## src/rtl/lstm_sample_sequencer_pkg.sv

```systemverilog
`default_nettype none
// ============================================================================
// Module   : lstm_sample_sequencer_pkg
// Brief    : Shared types, defaults and helpers for the LSTM sample sequencer.
// Revision : 1.0 - initial release
// ============================================================================
package lstm_sample_sequencer_pkg;

    localparam int DEF_INPUT_SZ   = 2;
    localparam int DEF_HIDDEN_SZ  = 8;
    localparam int DEF_QN         = 6;
    localparam int DEF_QM         = 11;
    localparam int DEF_FIFO_DEPTH = 4;
    localparam int DEF_TIMEOUT    = 4096;

    // Sequencer states, 3-bit encoding
    typedef enum logic [2:0] {
        ST_IDLE  = 3'd0,
        ST_ISSUE = 3'd1,
        ST_WAIT  = 3'd2,
        ST_DRAIN = 3'd3,
        ST_CLEAR = 3'd4
    } state_t;

    // Bits needed to hold the values 0..v-1
    function automatic int clog2(input int v);
        int r;
        int x;
        r = 0;
        x = v - 1;
        while (x > 0) begin
            r = r + 1;
            x = x >> 1;
        end
        return r;
    endfunction

    // Total word width of a signed Q(qn).(qm) value
    function automatic int bitwidth(input int qn, input int qm);
        return qn + qm + 1;
    endfunction

endpackage
`default_nettype wire

```

## src/rtl/lstm_sample_sequencer_if.sv

```systemverilog
`default_nettype none
// ============================================================================
// Module   : lstm_sample_sequencer_if
// Brief    : Input stream, core handshake and output stream of the sequencer.
//            master = sequencer view, slave = environment view.
// Revision : 1.0 - initial release
// ============================================================================
interface lstm_sample_sequencer_if
    import lstm_sample_sequencer_pkg::*;
#(
    parameter int INPUT_SZ  = DEF_INPUT_SZ,
    parameter int HIDDEN_SZ = DEF_HIDDEN_SZ,
    parameter int BITWIDTH  = bitwidth(DEF_QN, DEF_QM),
    parameter int IDX_W     = clog2(HIDDEN_SZ)
) ();
    logic                            s_valid;
    logic                            s_ready;
    logic [INPUT_SZ*BITWIDTH-1:0]    s_data;
    logic                            s_last;
    logic [INPUT_SZ*BITWIDTH-1:0]    net_inputVec;
    logic                            net_newSample;
    logic                            net_clearState;
    logic                            net_dataReady;
    logic [HIDDEN_SZ*BITWIDTH-1:0]   net_outputVec;
    logic                            m_valid;
    logic                            m_ready;
    logic [BITWIDTH-1:0]             m_data;
    logic [IDX_W-1:0]                m_index;
    logic                            m_last;

    modport master (
        input  s_valid, s_data, s_last, net_dataReady, net_outputVec, m_ready,
        output s_ready, net_inputVec, net_newSample, net_clearState,
               m_valid, m_data, m_index, m_last
    );

    modport slave (
        output s_valid, s_data, s_last, net_dataReady, net_outputVec, m_ready,
        input  s_ready, net_inputVec, net_newSample, net_clearState,
               m_valid, m_data, m_index, m_last
    );
endinterface
`default_nettype wire

```

## src/rtl/lstm_sample_sequencer_sync_fifo.sv

```systemverilog
`default_nettype none
// ============================================================================
// Module   : lstm_sample_sequencer_sync_fifo
// Brief    : Single-clock FIFO with full/empty flags, no write-to-read bypass.
// Revision : 1.0 - initial release
// ============================================================================
module lstm_sample_sequencer_sync_fifo
    import lstm_sample_sequencer_pkg::*;
#(
    parameter int WIDTH = 37,
    parameter int DEPTH = DEF_FIFO_DEPTH
) (
    input  wire logic             clock,
    input  wire logic             reset,
    input  wire logic             wr_en,
    input  wire logic [WIDTH-1:0] wr_data,
    input  wire logic             rd_en,
    output logic      [WIDTH-1:0] rd_data,
    output logic                  full,
    output logic                  empty
);
    localparam int AW = clog2(DEPTH);

    logic [WIDTH-1:0] mem_q [DEPTH];
    logic [AW:0]      wr_ptr_q, wr_ptr_d;
    logic [AW:0]      rd_ptr_q, rd_ptr_d;
    logic             push;
    logic             pop;

    // Pointers carry one wrap bit so full and empty are distinguishable
    assign full    = (wr_ptr_q[AW] != rd_ptr_q[AW]) && (wr_ptr_q[AW-1:0] == rd_ptr_q[AW-1:0]);
    assign empty   = (wr_ptr_q == rd_ptr_q);
    assign push    = wr_en && !full;
    assign pop     = rd_en && !empty;
    assign rd_data = mem_q[rd_ptr_q[AW-1:0]];

    // Next pointer values
    always_comb begin
        wr_ptr_d = wr_ptr_q;
        rd_ptr_d = rd_ptr_q;
        if (push) wr_ptr_d = wr_ptr_q + (AW+1)'(1);
        if (pop)  rd_ptr_d = rd_ptr_q + (AW+1)'(1);
    end

    // Pointer registers
    always_ff @(posedge clock or negedge reset) begin
        if (!reset) begin
            wr_ptr_q <= '0;
            rd_ptr_q <= '0;
        end else begin
            wr_ptr_q <= wr_ptr_d;
            rd_ptr_q <= rd_ptr_d;
        end
    end

    // Storage array, written only on an accepted push
    always_ff @(posedge clock) begin
        if (push) mem_q[wr_ptr_q[AW-1:0]] <= wr_data;
    end
endmodule
`default_nettype wire

```

## src/rtl/lstm_sample_sequencer.sv

```systemverilog
`default_nettype none
// ============================================================================
// Module   : lstm_sample_sequencer
// Brief    : Buffers input vectors, issues them to the LSTM core one at a
//            time, serialises the core result as one beat per neuron and
//            pulses a state clear at each sequence boundary.
// Revision : 1.0 - initial release
// ============================================================================
module lstm_sample_sequencer
    import lstm_sample_sequencer_pkg::*;
#(
    parameter int INPUT_SZ   = DEF_INPUT_SZ,
    parameter int HIDDEN_SZ  = DEF_HIDDEN_SZ,
    parameter int QN         = DEF_QN,
    parameter int QM         = DEF_QM,
    parameter int FIFO_DEPTH = DEF_FIFO_DEPTH,
    parameter int TIMEOUT    = DEF_TIMEOUT
) (
    input  wire logic                clock,
    input  wire logic                reset,
    lstm_sample_sequencer_if.master  bus,
    output logic                     busy,
    output logic                     err_timeout
);
    localparam int BITWIDTH = bitwidth(QN, QM);
    localparam int VEC_W    = INPUT_SZ * BITWIDTH;
    localparam int OUT_W    = HIDDEN_SZ * BITWIDTH;
    localparam int IDX_W    = clog2(HIDDEN_SZ);
    localparam int CNT_W    = clog2(TIMEOUT + 1);

    state_t             state_q, state_d;
    logic [VEC_W-1:0]   in_vec_q, in_vec_d;
    logic               last_q, last_d;
    logic [OUT_W-1:0]   shadow_q, shadow_d;
    logic [IDX_W-1:0]   idx_q, idx_d;
    logic [CNT_W-1:0]   cnt_q, cnt_d;
    logic               err_q, err_d;
    logic               dr_prev_q, dr_prev_d;

    logic               fifo_pop;
    logic               fifo_full;
    logic               fifo_empty;
    logic [VEC_W:0]     fifo_rd;
    logic               dr_edge;

    // Each entry carries the vector plus its end-of-sequence flag in the MSB
    lstm_sample_sequencer_sync_fifo #(
        .WIDTH (VEC_W + 1),
        .DEPTH (FIFO_DEPTH)
    ) u_fifo (
        .clock   (clock),
        .reset   (reset),
        .wr_en   (bus.s_valid),
        .wr_data ({bus.s_last, bus.s_data}),
        .rd_en   (fifo_pop),
        .rd_data (fifo_rd),
        .full    (fifo_full),
        .empty   (fifo_empty)
    );

    // A level held high from an earlier sample is not a new result
    assign dr_edge   = bus.net_dataReady && !dr_prev_q;
    assign dr_prev_d = bus.net_dataReady;

    assign bus.s_ready        = !fifo_full;
    assign bus.net_inputVec   = in_vec_q;
    assign bus.net_newSample  = (state_q == ST_ISSUE);
    assign bus.net_clearState = (state_q == ST_CLEAR);
    assign bus.m_valid        = (state_q == ST_DRAIN);
    assign bus.m_data         = shadow_q[int'(idx_q)*BITWIDTH +: BITWIDTH];
    assign bus.m_index        = idx_q;
    assign bus.m_last         = (state_q == ST_DRAIN) && last_q &&
                                (idx_q == IDX_W'(HIDDEN_SZ - 1));
    assign busy               = (state_q != ST_IDLE) || !fifo_empty;
    assign err_timeout        = err_q;

    // Sequencer next-state and datapath updates
    always_comb begin
        state_d  = state_q;
        in_vec_d = in_vec_q;
        last_d   = last_q;
        shadow_d = shadow_q;
        idx_d    = idx_q;
        cnt_d    = cnt_q;
        err_d    = err_q;
        fifo_pop = 1'b0;
        unique case (state_q)
            ST_IDLE: begin
                if (!fifo_empty) begin
                    fifo_pop = 1'b1;
                    in_vec_d = fifo_rd[VEC_W-1:0];
                    last_d   = fifo_rd[VEC_W];
                    state_d  = ST_ISSUE;
                end
            end
            ST_ISSUE: begin
                cnt_d   = '0;
                state_d = ST_WAIT;
            end
            ST_WAIT: begin
                if (dr_edge) begin
                    shadow_d = bus.net_outputVec;
                    idx_d    = '0;
                    state_d  = ST_DRAIN;
                end else if (cnt_q == CNT_W'(TIMEOUT - 1)) begin
                    err_d   = 1'b1;
                    state_d = ST_IDLE;
                end else begin
                    cnt_d = cnt_q + CNT_W'(1);
                end
            end
            ST_DRAIN: begin
                if (bus.m_ready) begin
                    if (idx_q == IDX_W'(HIDDEN_SZ - 1)) begin
                        state_d = last_q ? ST_CLEAR : ST_IDLE;
                    end else begin
                        idx_d = idx_q + IDX_W'(1);
                    end
                end
            end
            ST_CLEAR: begin
                state_d = ST_IDLE;
            end
            default: begin
                state_d = ST_IDLE;
            end
        endcase
    end

    // Sequencer registers; reset abandons any sample in flight
    always_ff @(posedge clock or negedge reset) begin
        if (!reset) begin
            state_q   <= ST_IDLE;
            in_vec_q  <= '0;
            last_q    <= 1'b0;
            shadow_q  <= '0;
            idx_q     <= '0;
            cnt_q     <= '0;
            err_q     <= 1'b0;
            dr_prev_q <= 1'b0;
        end else begin
            state_q   <= state_d;
            in_vec_q  <= in_vec_d;
            last_q    <= last_d;
            shadow_q  <= shadow_d;
            idx_q     <= idx_d;
            cnt_q     <= cnt_d;
            err_q     <= err_d;
            dr_prev_q <= dr_prev_d;
        end
    end
endmodule
`default_nettype wire

```

## src/flat_wrapper.sv

```systemverilog
// flat-port wrapper written by rule: the top's interface ports become plain ports
module lstm_sample_sequencer_flat import lstm_sample_sequencer_pkg::*;
#(
    parameter int INPUT_SZ   = DEF_INPUT_SZ,
    parameter int HIDDEN_SZ  = DEF_HIDDEN_SZ,
    parameter int QN         = DEF_QN,
    parameter int QM         = DEF_QM,
    parameter int FIFO_DEPTH = DEF_FIFO_DEPTH,
    parameter int TIMEOUT    = DEF_TIMEOUT
)
  (clock, reset, busy, err_timeout, bus_s_valid, bus_s_data, bus_s_last, bus_net_dataReady, bus_net_outputVec, bus_m_ready, bus_s_ready, bus_net_inputVec, bus_net_newSample, bus_net_clearState, bus_m_valid, bus_m_data, bus_m_index, bus_m_last);
  lstm_sample_sequencer_if #(.INPUT_SZ(INPUT_SZ), .HIDDEN_SZ(HIDDEN_SZ), .BITWIDTH((18))) bus_i ();
  input  wire logic clock;
  input  wire logic reset;
  output logic busy;
  output logic err_timeout;
  input wire logic [$bits(bus_i.s_valid)-1:0] bus_s_valid;
  input wire logic [$bits(bus_i.s_data)-1:0] bus_s_data;
  input wire logic [$bits(bus_i.s_last)-1:0] bus_s_last;
  input wire logic [$bits(bus_i.net_dataReady)-1:0] bus_net_dataReady;
  input wire logic [$bits(bus_i.net_outputVec)-1:0] bus_net_outputVec;
  input wire logic [$bits(bus_i.m_ready)-1:0] bus_m_ready;
  output wire logic [$bits(bus_i.s_ready)-1:0] bus_s_ready;
  output wire logic [$bits(bus_i.net_inputVec)-1:0] bus_net_inputVec;
  output wire logic [$bits(bus_i.net_newSample)-1:0] bus_net_newSample;
  output wire logic [$bits(bus_i.net_clearState)-1:0] bus_net_clearState;
  output wire logic [$bits(bus_i.m_valid)-1:0] bus_m_valid;
  output wire logic [$bits(bus_i.m_data)-1:0] bus_m_data;
  output wire logic [$bits(bus_i.m_index)-1:0] bus_m_index;
  output wire logic [$bits(bus_i.m_last)-1:0] bus_m_last;
  assign bus_i.s_valid = bus_s_valid;
  assign bus_i.s_data = bus_s_data;
  assign bus_i.s_last = bus_s_last;
  assign bus_i.net_dataReady = bus_net_dataReady;
  assign bus_i.net_outputVec = bus_net_outputVec;
  assign bus_i.m_ready = bus_m_ready;
  assign bus_s_ready = bus_i.s_ready;
  assign bus_net_inputVec = bus_i.net_inputVec;
  assign bus_net_newSample = bus_i.net_newSample;
  assign bus_net_clearState = bus_i.net_clearState;
  assign bus_m_valid = bus_i.m_valid;
  assign bus_m_data = bus_i.m_data;
  assign bus_m_index = bus_i.m_index;
  assign bus_m_last = bus_i.m_last;
  lstm_sample_sequencer #(.INPUT_SZ(INPUT_SZ), .HIDDEN_SZ(HIDDEN_SZ), .QN(QN), .QM(QM), .FIFO_DEPTH(FIFO_DEPTH), .TIMEOUT(TIMEOUT)) u_core (.clock(clock), .reset(reset), .bus(bus_i), .busy(busy), .err_timeout(err_timeout));
endmodule
```

## config.mk

```make
export PLATFORM = sky130hd
export DESIGN_NAME = lstm_sample_sequencer_flat
export DESIGN_NICKNAME = d
export VERILOG_FILES = /design/src/rtl/lstm_sample_sequencer_pkg.sv /design/src/rtl/lstm_sample_sequencer_if.sv /design/src/rtl/lstm_sample_sequencer_sync_fifo.sv /design/src/rtl/lstm_sample_sequencer.sv /design/src/flat_wrapper.sv
export SDC_FILE = /design/constraint.sdc
export NUM_CORES = 1
export LEC_CHECK = 0
export CORE_AREA = 2 2 220 276
export DETAILED_ROUTE_END_ITERATION = 16
export DIE_AREA = 0 0 222 278
export PLACE_DENSITY = 0.52
export SLEW_MARGIN = 30
export SYNTH_ARGS = -nofsm -noshare
export SYNTH_HDL_FRONTEND = slang
export SYNTH_SLANG_ARGS = --single-unit
```

## constraint.sdc

```tcl
create_clock -name clock -period 2.9 [get_ports clock]
set_input_delay 0.58 -clock clock [delete_from_list [all_inputs] [get_ports clock]]
set_output_delay 0.58 -clock clock [all_outputs]
set_load 0.03 [all_outputs]
```

======== Word level (Yosys, flattened, before mapping) ========
Memory sizes are Yosys's and may differ from the RTL's. A register that Yosys moved wholly into a read port is not among the register bits.
Cells that the tools add are included.
word-level totals
  bits in registers ....................... 171
  RAM bits ................................ 148
  input bits .............................. 186
  logic and storage cells ................. 73
  memories kept ........................... 1
memory list
  memory               depth  width  read ports  clocked after memory_dff  write ports  line                                   text
  u_core.u_fifo.mem_q  4      37     1           1                         1            lstm_sample_sequencer_sync_fifo.sv:24  logic [WIDTH-1:0] mem_q [DEPTH];
cells by class
  $add $sub $neg .......................... 4
  multipliers ............................. 1
  eq/ne operators ......................... 17
  shifts and indexed selects .............. 1
  muxes and demuxes ....................... 18
  bitwise gates (word level) .............. 2
  reduce and logical (&&, ||, !) cells .... 21
operators by type and width
  operator                                          number
  indexed part select 144 x 32 -> 18 bit            1
  two-way mux 3 bit                                 9
  two-way mux 13 bit                                2
  one-hot mux 13 bit (2 select lines)               1
  adder 13 x 1 -> 13 bit, second input constant     1
  == test 13 x 12 -> 1 bit, second input constant   1
  one-hot mux 3 bit (4 select lines)                1
  != test 2 bit, second input constant              5
  adder 3 x 1 -> 3 bit, second input constant       3
  AND reduction 4 bit                               2
  multiplier 3 x 4 -> 7 bit, second input constant  1
  == test 3 x 2 -> 1 bit, second input constant     2
  == test 3 bit, second input constant              2
  logical AND 1 bit                                 6
  one-hot mux 3 bit (2 select lines)                1
  AND reduction 3 bit                               2
  zero test 1 bit                                   4
  two-way mux 1 bit                                 4
  != test 2 x 1 -> 1 bit, second input constant     2
  AND reduction 2 bit                               2
  nonzero test 2 bit                                2
  == test 3 x 1 -> 1 bit, second input constant     1
  == test 3 bit                                     1
  zero test 3 bit                                   1
  6 further kinds                                   7

======== Depth between registers and ports, before layout ========
  depth in word-level cells ............... 6
  gate-level depth with buffers ........... 7
  mapped depth without buffers ............ 6

======== Cells and area by module ========
A second synthesis with hierarchy kept.
second synthesis, totals
  cell total of the unflattened synthesis .. 1120
  area total of the unflattened synthesis .. 14769.2 µm²
by module, submodules not included
  module                           instances  cells an instance  area each (µm²)  sequential area each (µm²)
  lstm_sample_sequencer            1          877                8932.3           5054.8
  lstm_sample_sequencer_sync_fifo  1          243                5836.8           4594.4

======== Worst setup path after synthesis ========
Ideal clock, no wire load.
  path type ............................... reg-to-output
  start point ............................. register u_core.idx_q[0] (netlist: u_core.bus.m_index[0])
  end point ............................... output bus_m_data[10]
  arrival ................................. 1.926 ns
  data required time ...................... 2.320 ns
  path slack .............................. 0.394 ns
  cell stages (with the launch flop) ...... 6
  buffers on the path ..................... 2
  path through ............................ dfrtp_1 -> buf_2 -> buf_2 -> mux4_2 -> nand2_1 -> nand2_1
on the way
  cells in the longest elaborated chain, start to end .. 2
RTL lines
  element                                 line                          text
  start: declaration                      lstm_sample_sequencer.sv:35   logic [IDX_W-1:0] idx_q, idx_d;
  start signal: assignment                lstm_sample_sequencer.sv:146  idx_q <= idx_d;
  multiplier 3 x 4 -> 7 bit               lstm_sample_sequencer.sv:70   assign bus.m_data = shadow_q[int'(idx_q)*BITWIDTH +: BITWIDTH];
  indexed part select 144 x 32 -> 18 bit  lstm_sample_sequencer.sv:70
  end: declaration                        flat_wrapper.sv:28            output wire logic [$bits(bus_i.m_data)-1:0] bus_m_data;
Every way passes these cells.

======== Worst setup path after layout ========
  start point ............................. register u_core.idx_q[0] (netlist: u_core.bus.m_index[0])
  end point ............................... output bus_m_data[7]
Same word-level chain as after synthesis.

==> flow_summary_export.csv <==
group,metric,value,unit
sta,max_slew_margin,43.93,%
min_path,worstHoldEndpoint,"u_core.err_timeout",
floorplanning,dieArea,0.06172,sq mm
min_path,hold_depth,1,
place,gp_congestion,0.7896,
sta,finalSetupViolCount,0,
yosys,synthArstFlopShare,58.43,%
pwr,irDropWorstVdd,0.5794,mV
floorplanning,row_count,100,
finish,fin_nets,1307,
worst_setup_path,r2r_slack,0.71,ns
global_routing,grt_max_degree,67,
sta,fmax,354.1,MHz
cts,cts_made_buffers,42,
worst_setup_path,cpMaxStageDelayCell,"mux4_2",
worst_setup_path,endpoint_kind,"output pin",
global_routing,grt_pass1_wl,59.55,mm
worst_setup_path,reg2reg_from,"u_core.state_q[2]",
floorplanning,start_util,24.81,%
yosys,ys.flop_type,"dfrtp_1",
yosys,avgSynthCellArea,17.84,sq um
worst_setup_path,path_class,"flop to output pin",
route,wire_per_inst,20.45,um
status,run_status,"finished, final reports clean",
sta,slew_viol_final,0,
floorplanning,core,0.05918,sq mm
sta,timing.final.crit_share,97.39,%
worst_setup_path,worstSetupStartpointType,"flop",
floorplanning,die_x,222,um
worst_setup_path,r2r_cells,4,
place,hpwlAfterDp,27.10,mm
worst_setup_path,worst-path-max-fanout,15,
yosys,synth_top_area_share,35.45,%
min_path,hold_class,"flop to flop",
finish,drive_above_1_share,19.35,%
route,ant_nets,0,
yosys,yosys-top-cells-area,"dfrtp_1 (35%), edfxtp_1 (30%), mux2_1 (13%)",
cts,cts_tree,"done",
global_routing,grt_pass1_vias,9344,
route,vias,8224,
pwr,power_density,1085,mW/mm^2
route,vias_per_cell,4.301,
sta,fin_tns_setup,0,ns
yosys,synthCells,823,
yosys,yosysSeqAreaShare,65.72,%
cts,cts.sinks,356,
place,port_buffers,249,
yosys,yosysUniqueCellTypes,47,
yosys,synth_warnings,0,
yosys,synth_nets,1017,
sta,whs,0.4656,ns
finish,num_antenna_cells,0,
finish,final_cell_mix,"clkdlybuf4s50_1 (227), dfrtp_1 (204), mux2_1 (173), edfxtp_1 (148), mux4_2 (73)",
worst_setup_path,crit_chain,"buf_12 -> mux4_2 -> nand2_1 -> nand2_1 -> dlygate4sd2_1",
sta,hold_viol_final,0,
cts,clk_pin_slew,0.06,ns
route,dr.pass1.iters,4,
worst_setup_path,r2r-end,"u_core.bus.net_inputVec[0]",
route,wl,39.09,mm
global_routing,antenna_found_initial,4,
global_routing,track_usage,12.87,%
place,placed_cell_area,0.01820,sq mm
yosys,yosysTopAreaCell,"dfrtp_1",
finish,final_cell_area,0.01970,sq mm
pwr,leakagePower,0.007478,uW
sta,period_needed,2.824,ns
route,drt_iter0_drc,335,
cts,clockBufferDepth,3,
worst_setup_path,slowest_delay,0.51,ns
route,drc_errors,0,
yosys,synth-seq-cells,356,
cts,cts-root-buf,"clkbuf_16",
cts,clk_latency,0.56,ns
yosys,syn_area,0.01468,sq mm
sta,rsz0062_at_grt,"yes",
sta,max_slew.worst_pin.slew,0.8410,ns
global_routing,grt_overflow_total,0,
worst_setup_path,crit_top_cell,"nand2_1",
floorplanning,die_y,278,um
run,maxCapViolations,0,
finish,syn2layout_area_growth,34.19,%
worst_setup_path,path_delay_family,"buffers and inverters",
floorplanning,ios,250,
min_path,hp-start,"u_core.err_timeout",
sta,finalClockSkew,0.01517,ns
worst_setup_path,cp.required,2.32,ns
yosys,synth-edff-count,148,
cts,cts.htree.levels,2,
worst_setup_path,critPathBufInv,2,
worst_setup_path,arrival,2.24,ns
finish,final_common_cell,"clkdlybuf4s50_1",
## logic make-up (layout without fill, tap and decap cells)
kind of cell	after synthesis	count (layout)	share of synthesized area, %
AOI/OAI and AO/OA	18	18	0.7414
and+or+nand+nor	121	121	4.133
buffers and inverters	47	371	2.394
adders and majority gates	8	8	0.6817
muxes	265	265	25.85
xor gates and xnor gates	8	8	0.4772
DFF	356	356	65.72
## repair_timing
action,CTS,global route
setup buffers,3,3
endpoints found under the setup margin,13,10
pin swaps,0,0
gates resized for setup,23,6
endpoints found under the hold margin,54,0
hold buffers,1,0
## cell usage after synthesis, types with 2 or more instances
cell type  number
dfrtp_1       208
mux2_1        173
edfxtp_1      148
mux4_2         73
nand2_1        72
buf_6          17
mux2_2         11
buf_4           8
clkbuf_1        8
ha_1            8
mux2i_1         8
and3_1          7
nor2_1          7
a21oi_1         6
or3_1           6
buf_2           5
inv_1           5
nand3_1         5
o21ai_0         5
xnor2_1         5
nand4_1         4
nor3_1          3
xor2_1          3
nand4b_1        2
nor2b_1         2
nor3b_1         2
nor4_4          2
## registers in the layout (all words and copies together) (netlist names)
name	cells
u_core.u_fifo.rd_ptr_q	3
u_core.bus.m_index	3
u_core.shadow_q	144
u_core.cnt_q	13
u_core.dr_prev_q	1
u_core.u_fifo.wr_ptr_q	3
u_core.err_timeout	1
u_core.last_q	1
u_core.u_fifo.mem_q	148
u_core.state_q	3
u_core.bus.net_inputVec	36
## worst reg2reg max path, delay by kind of cell (launching register included)
family	cells	cell delay, ns
flops	1	0.45
simple gates	1	0.50
compound gates	1	0.41
buf+inv	1	0.30
mux	1	0.42
## metrics by stage
stage | worst slack, ns | power [uW] | utilization [%] | std cells
2_1_floorplan | 0.3943 | 13010 | - | 823
3_3_place_gp | 0.3081 | 16150 | 30.75 | 1827
3_5_place_dp | 0.2974 | 16290 | 30.75 | 1827
4_1_cts | -0.005482 | 21910 | 33.28 | 1909
5_1_grt | -0.03409 | 22670 | 33.29 | 1912
6_report | 0.07571 | 21380 | 33.29 | 1912
## layout make-up
class	instances	area (sq um)
Tap cell	765	957.2
Timing Repair Buffer	286	2920
Clock buffer	58	1171
Fill cell	5783	39480
Sequential cell	356	9657
Inverter	7	26.28
Multi-Input combinational cell	420	4696
Clock inverter	20	275.3
## power breakdown
| group | leakage (uW) | switching (uW) | internal, uW | total [uW] |
|---|---|---|---|---|
| Clock | 0.000712 | 2170 | 3300 | 5470 |
| Sequential | 0.00385 | 937 | 7200 | 8140 |
| Combinational | 0.00291 | 4030 | 3740 | 7770 |
## worst max-delay path by stage
stage | start | to | slack, ns | cells after the start
6_report | u_core.bus.m_index[0] | bus_m_data[7] | 0.08 | 5
5_1_grt | u_core.bus.m_index[0] | bus_m_data[4] | -0.03 | 5
4_1_cts | u_core.bus.m_index[0] | bus_m_data[16] | -0.005 | 6
3_5_place_dp | u_core.bus.m_index[0] | bus_m_data[12] | 0.30 | 5
3_3_place_gp | u_core.bus.m_index[0] | bus_m_data[12] | 0.31 | 5
2_1_floorplan | u_core.bus.m_index[0] | bus_m_data[10] | 0.39 | 5
## per-layer routing
layer	track usage, %	wire (um)	vias up
met1	14.53	15100	4193
li1	-	-	3723
met3	4.529	2982	59
met4	3.482	893	8
met5	0	47	-
met2	22.98	20070	241
No activity file was read; power rests on OpenSTA's default activity.
